File: src/rtl/fdiv_iter.sv
// Iterative IEEE-754 single-precision divider, y = x1 / x2.
// Radix-2 restoring division of the mantissas (BITS_PER_CYC quotient bits per cycle),
// followed by a single normalise/round-to-nearest-even cycle. Fixed latency of
// 26/BITS_PER_CYC + 1 cycles from the accept edge to out_valid, special cases included.
// Denormal inputs are flushed to zero and no denormal result is ever produced.
//
// Ports:
//   clk        clock, rising edge
//   rstn       asynchronous active-low reset; discards any operation in flight
//   x1, x2     dividend / divisor, IEEE single
//   in_valid   operands valid
//   in_ready   divider idle; operands accepted when in_valid & in_ready
//   y          quotient, IEEE single, held while out_valid
//   out_valid  result valid, held until out_ready
//   out_ready  consumer takes y
module fdiv_iter #(
    parameter int unsigned BITS_PER_CYC = 1
) (
    input  logic        clk,
    input  logic        rstn,
    input  logic [31:0] x1,
    input  logic [31:0] x2,
    input  logic        in_valid,
    output logic        in_ready,
    output logic [31:0] y,
    output logic        out_valid,
    input  logic        out_ready
);

    localparam int unsigned NumCyc  = 26 / BITS_PER_CYC;
    localparam logic [4:0]  CntLast = 5'(NumCyc - 1);

    typedef enum logic [1:0] {StIdle, StDiv, StRound, StDone} state_e;
    typedef enum logic [1:0] {ClsNorm, ClsNan, ClsInf, ClsZero} cls_e;

    state_e             state_q, state_d;
    cls_e               cls_q, cls_d;
    logic               sign_q, sign_d;
    logic signed [9:0]  e_q, e_d;
    logic [23:0]        mx2_q, mx2_d;
    logic [25:0]        rem_q, rem_d;
    logic [25:0]        q_q, q_d;
    logic [4:0]         cnt_q, cnt_d;
    logic [31:0]        y_q, y_d;

    // Operand classification
    logic x1_zero, x1_inf, x1_nan, x2_zero, x2_inf, x2_nan;
    cls_e cls_in;

    always_comb begin
        x1_zero = (x1[30:23] == 8'h00);
        x2_zero = (x2[30:23] == 8'h00);
        x1_inf  = (x1[30:23] == 8'hFF) && (x1[22:0] == 23'd0);
        x2_inf  = (x2[30:23] == 8'hFF) && (x2[22:0] == 23'd0);
        x1_nan  = (x1[30:23] == 8'hFF) && (x1[22:0] != 23'd0);
        x2_nan  = (x2[30:23] == 8'hFF) && (x2[22:0] != 23'd0);
        if (x1_nan || x2_nan || (x1_zero && x2_zero) || (x1_inf && x2_inf)) begin
            cls_in = ClsNan;
        end else if (x1_inf || x2_zero) begin
            cls_in = ClsInf;
        end else if (x1_zero || x2_inf) begin
            cls_in = ClsZero;
        end else begin
            cls_in = ClsNorm;
        end
    end

    // Restoring division steps for one cycle. rem holds the partial remainder
    // pre-shifted for the next compare, so it stays below 2*mx2 < 2^25.
    logic [25:0] rem_n, q_n;

    always_comb begin
        rem_n = rem_q;
        q_n   = q_q;
        for (int i = 0; i < int'(BITS_PER_CYC); i++) begin
            if (rem_n >= {2'b00, mx2_q}) begin
                rem_n = rem_n - {2'b00, mx2_q};
                q_n   = {q_n[24:0], 1'b1};
            end else begin
                q_n   = {q_n[24:0], 1'b0};
            end
            rem_n = rem_n << 1;
        end
    end

    // Normalise and round to nearest even
    logic [23:0]       sig;
    logic              guard, sticky, round_up;
    logic [24:0]       sig_r;
    logic [22:0]       frac;
    logic signed [9:0] e_adj, e_f;
    logic [31:0]       y_round;
    logic              unused_sig_msb;

    always_comb begin
        if (q_q[25]) begin
            sig    = q_q[25:2];
            guard  = q_q[1];
            sticky = q_q[0] | (rem_q != 26'd0);
        end else begin
            sig    = q_q[24:1];
            guard  = q_q[0];
            sticky = (rem_q != 26'd0);
        end
        round_up = guard & (sticky | sig[0]);
        sig_r    = {1'b0, sig} + {24'd0, round_up};
        e_adj    = e_q - $signed({9'd0, ~q_q[25]});
        // Carry out of the significand: value becomes exactly 1.0 at the next exponent
        if (sig_r[24]) begin
            frac = 23'd0;
            e_f  = e_adj + 10'sd1;
        end else begin
            frac = sig_r[22:0];
            e_f  = e_adj;
        end
        unique case (cls_q)
            ClsNan:  y_round = 32'h7FC0_0000;
            ClsInf:  y_round = {sign_q, 8'hFF, 23'd0};
            ClsZero: y_round = {sign_q, 31'd0};
            default: begin
                if (e_f >= 10'sd255) begin
                    y_round = {sign_q, 8'hFF, 23'd0};
                end else if (e_f <= 10'sd0) begin
                    y_round = {sign_q, 31'd0};
                end else begin
                    y_round = {sign_q, e_f[7:0], frac};
                end
            end
        endcase
    end

    // Hidden bit of the rounded significand is implied by the exponent
    assign unused_sig_msb = sig_r[23];

    // Next-state logic
    always_comb begin
        state_d = state_q;
        cls_d   = cls_q;
        sign_d  = sign_q;
        e_d     = e_q;
        mx2_d   = mx2_q;
        rem_d   = rem_q;
        q_d     = q_q;
        cnt_d   = cnt_q;
        y_d     = y_q;
        unique case (state_q)
            StIdle: begin
                if (in_valid) begin
                    cls_d   = cls_in;
                    sign_d  = x1[31] ^ x2[31];
                    e_d     = $signed({2'b00, x1[30:23]}) - $signed({2'b00, x2[30:23]})
                              + 10'sd127;
                    rem_d   = {2'b01, x1[22:0], 1'b0} >> 1;
                    mx2_d   = {1'b1, x2[22:0]};
                    q_d     = 26'd0;
                    cnt_d   = 5'd0;
                    state_d = StDiv;
                end
            end
            StDiv: begin
                rem_d = rem_n;
                q_d   = q_n;
                cnt_d = cnt_q + 5'd1;
                if (cnt_q == CntLast) begin
                    state_d = StRound;
                end
            end
            StRound: begin
                y_d     = y_round;
                state_d = StDone;
            end
            StDone: begin
                if (out_ready) begin
                    state_d = StIdle;
                end
            end
            default: state_d = StIdle;
        endcase
    end

    always_ff @(posedge clk or negedge rstn) begin
        if (!rstn) begin
            state_q <= StIdle;
            cls_q   <= ClsNorm;
            sign_q  <= 1'b0;
            e_q     <= 10'sd0;
            mx2_q   <= 24'd0;
            rem_q   <= 26'd0;
            q_q     <= 26'd0;
            cnt_q   <= 5'd0;
            y_q     <= 32'd0;
        end else begin
            state_q <= state_d;
            cls_q   <= cls_d;
            sign_q  <= sign_d;
            e_q     <= e_d;
            mx2_q   <= mx2_d;
            rem_q   <= rem_d;
            q_q     <= q_d;
            cnt_q   <= cnt_d;
            y_q     <= y_d;
        end
    end

    assign in_ready  = (state_q == StIdle);
    assign out_valid = (state_q == StDone);
    assign y         = y_q;

endmodule

File: config.mk
export PLATFORM = sky130hd
export DESIGN_NAME = fdiv_iter
export DESIGN_NICKNAME = d
export VERILOG_FILES = /design/src/rtl/fdiv_iter.sv
export SDC_FILE = /design/constraint.sdc
export NUM_CORES = 1
export LEC_CHECK = 0
export CAP_MARGIN = 20
export CORE_ASPECT_RATIO = 0.5
export CORE_MARGIN = 4
export CORE_UTILIZATION = 42
export CTS_CLUSTER_SIZE = 30
export DETAILED_ROUTE_END_ITERATION = 7
export HOLD_SLACK_MARGIN = 0.15
export SYNTH_ARGS = -nofsm -noshare
export SYNTH_HDL_FRONTEND = slang
export SYNTH_SLANG_ARGS = --single-unit
File: constraint.sdc
create_clock -name clk -period 8.9 [get_ports clk]
set_input_delay 1.335 -clock clk [delete_from_list [all_inputs] [get_ports clk]]
set_output_delay 1.335 -clock clk [all_outputs]
set_load 0.03 [all_outputs]
==> impl_metrics.py <==
metrics = {
    "grt": {
        "grt_max_degree": 70,
        "grt_pass1_wl_mm": 42.0,
        "grt_usage_pct": 21.3,
        "antenna_found_initial": 0,
        "grt_pass1_vias": 7953,
        "grt_overflow": 0,
    },
    "drt": {
        "vias": 8045,
        "drt_first_iter_violations": 628,
        "via_per_inst": 5.74,
        "drc": 0,
        "dr.pass1.iters": 8,
        "wl_per_cell_um": 17.9,
        "drt-total-wl_mm": 25.1,
        "drtAntennaViolNets": 0,
    },
    "final_layout": {
        "layout.cells.non_filler": 1401,
        "antenna_cells": 0,
        "drive_above_1_share_pct": 8.57,
        "final_nets": 1213,
        "fill_cells": 1934,
        "area_growth_pct": 20.3,
    },
    "yosys": {
        "syn_area_um2": 9070,
        "syn_avg_cell_area_um2": 8.90,
        "synth-async-reset-ratio_pct": 100,
        "synth_top_area_share_pct": 35.3,
        "synth.most_common_cell": "dfrtp_1",
        "synth_compound_area_share_pct": 21.1,
        "syn_nets": 1136,
        "synth_adder_area_share_pct": 6.93,
        "synth-seq-cells": 128,
        "ys_seq_area_share_pct": 35.3,
        "synth_cells": 1019,
        "synth_cell_types": 77,
        "synthMuxAreaShare_pct": 6.40,
        "synthSimpleGateAreaFrac_pct": 18.8,
        "synthXorXnorAreaFrac_pct": 6.37,
        "yosys_warnings": 0,
        "synth_area_leader_cell": "dfrtp_1",
        "synth_area_leaders": "dfrtp_1 35%, ha_1 6.5%, mux2_2 4.0%",
        "synth_ff_type": "dfrtp_1",
        "synth_edf_count": 0,
        "synth_top_family_by_area": "compound AO/OA/AOI/OAI gates",
        "synth_common_cells": "128 x dfrtp_1, 92 x nand2_1, 64 x o21ai_0",
    },
    "pwr": {
        "ir_drop_mv": 0.132,
        "power_leakage_nw": 4.57,
        "power_density_nw_per_um2": 352,
    },
    "clock_tree": {
        "cts_setup_buffers": 0,
        "cts.htree.levels": 4,
        "ctsResizeCount": 0,
        "hold_buffers": 0,
        "insertion_delay_ps": 430,
        "clk_pin_slew_worst_paths_ps": 60,
        "cts_made_buffers": 17,
        "clock-sinks": 128,
        "cts_buffer_depth": 2,
        "cts_tree": "done",
        "root_buffer": "clkbuf_16",
    },
    "timing": {
        "fin_ws_ps": 4660,
        "tns_ps": 0,
        "fin_skew_ps": 7.11,
        "period_share_pct": 47.7,
        "rsz0062_at_grt": "false",
        "slew_viol_final": 0,
        "setup_violations": 0,
        "maxSlewHeadroom_pct": 36.6,
        "max_slew.worst_pin.slew_ps": 951,
        "finalCriticalPeriod_ps": 4240,
        "max_freq_mhz": 236,
        "hold_viol_final": 0,
    },
    "placement": {
        "dp.cells": 1369,
        "preCtsSetupSlack_ps": 4700,
        "hpwl_mm": 18.6,
        "io_buffers": 101,
        "gp_congestion": 0.895,
    },
    "floorplanning": {
        "die_w_um": 216,
        "start_util_pct": 43.4,
        "num_io_pins": 102,
        "num_rows": 37,
        "die_y_um": 112,
        "core-area_um2": 20900,
        "die-area_um2": 24200,
    },
    "worst_setup_path": {
        "crit_fanout": 44,
        "cp.required_ps": 9240,
        "crit_path_end_kind": "flop",
        "worstPathArrival_ps": 4580,
        "crit_type": "flop to flop",
        "cp-start-kind": "flop",
    },
    "run_status": {
        "status": "finished, final reports clean",
    },
    "min_path": {
        "hp-class": "flop to flop",
    },
    "flow_run": {
        "maxCapViolCount": 0,
    },
}
## metrics by stage
step	util, %	total power, mW	cell area (um2)	hold slack [ps]
after floorplan	-	2.51	9070	418
after global placement	49.3	3.06	10300	437
after detailed placement	49.3	3.09	10300	442
after CTS	52.2	3.83	10900	456
after global routing	52.2	4.14	10900	470
final	52.2	3.84	10900	450
## layout make-up
class | count | area, um2 | area share [%]
Tap cell | 292 | 365 | 3.35
Clock inverter | 15 | 178 | 1.63
Multi-Input combinational cell | 775 | 5410 | 49.6
Inverter | 62 | 233 | 2.13
Clock buffer | 17 | 425 | 3.90
Sequential cell | 128 | 3200 | 29.4
Timing Repair Buffer | 112 | 1090 | 10.0
## metal layers
layer / GRT usage, % / wire length [um] / vias up
met4: 5.53 / 388 / 0
li1: - / - / 3898
met3: 4.72 / 1370 / 33
met5: 0 / 0 / -
met2: 32.5 / 10900 / 219
met1: 30.6 / 12500 / 3895
## final timing paths
kind,startpoint,cells after the start,slack [ps],to
max in group asynchronous,rstn,2,6530,y[23]
min,mx2_q[23],2,450,mx2_q[23]
max,q_q[25],12,4660,y[17]
min reg2reg,mx2_q[23],2,450,mx2_q[23]
max reg2reg,q_q[25],12,4660,y[17]
min in group asynchronous,rstn,1,1030,mx2_q[2]
## worst max-delay path: stages (launching register included)
cell	delay, ps
dfrtp_1	350
buf_4	450
mux2i_1	140
nor2_1	110
ha_1	230
and4_1	290
nand2_1	160
or4b_1	720
o31ai_1	420
a22oi_2	120
a41oi_4	350
nand3b_2	420
o32ai_2	370
## cells in the final DEF, fill, tap and decap left out, types with 22 or more instances in the layout
cell type,instances
dfrtp_1,128
clkdlybuf4s50_1,100
nand2_1,91
o21ai_0,64
nor2_1,63
inv_1,60
a21oi_1,51
ha_1,47
nand3_1,35
xnor2_1,34
mux2_2,32
xor2_1,32
nor3_1,23
mux2i_1,22
a22o_1,22
## report_power, final
| group | leakage (nW) | switching [mW] | internal [mW] |
|---|---|---|---|
| registers | 1.64 | 0.175 | 0.759 |
| logic | 2.64 | 1.30 | 0.876 |
| clock network | 0.285 | 0.302 | 0.421 |
| total | 4.57 | 1.78 | 2.06 |
## state kept, by name, indices dropped and copies added, names as in the netlist
register	count
sign_q	1
state_q	2
mx2_q	24
cnt_q	5
cls_q	2
y	32
e_q	10
rem_q	26
q_q	26
## logic make-up (layout without fill, tap and decap cells)
kind of cell,after synthesis,in the layout
AOI/OAI and AO/OA,274,274
xor gates and xnor gates,66,66
adders and majority gates,49,49
buffers and inverters,116,206
DFF,128,128
muxes,54,54
and+or+nand+nor,332,332
No activity file was read; power rests on OpenSTA's default activity.
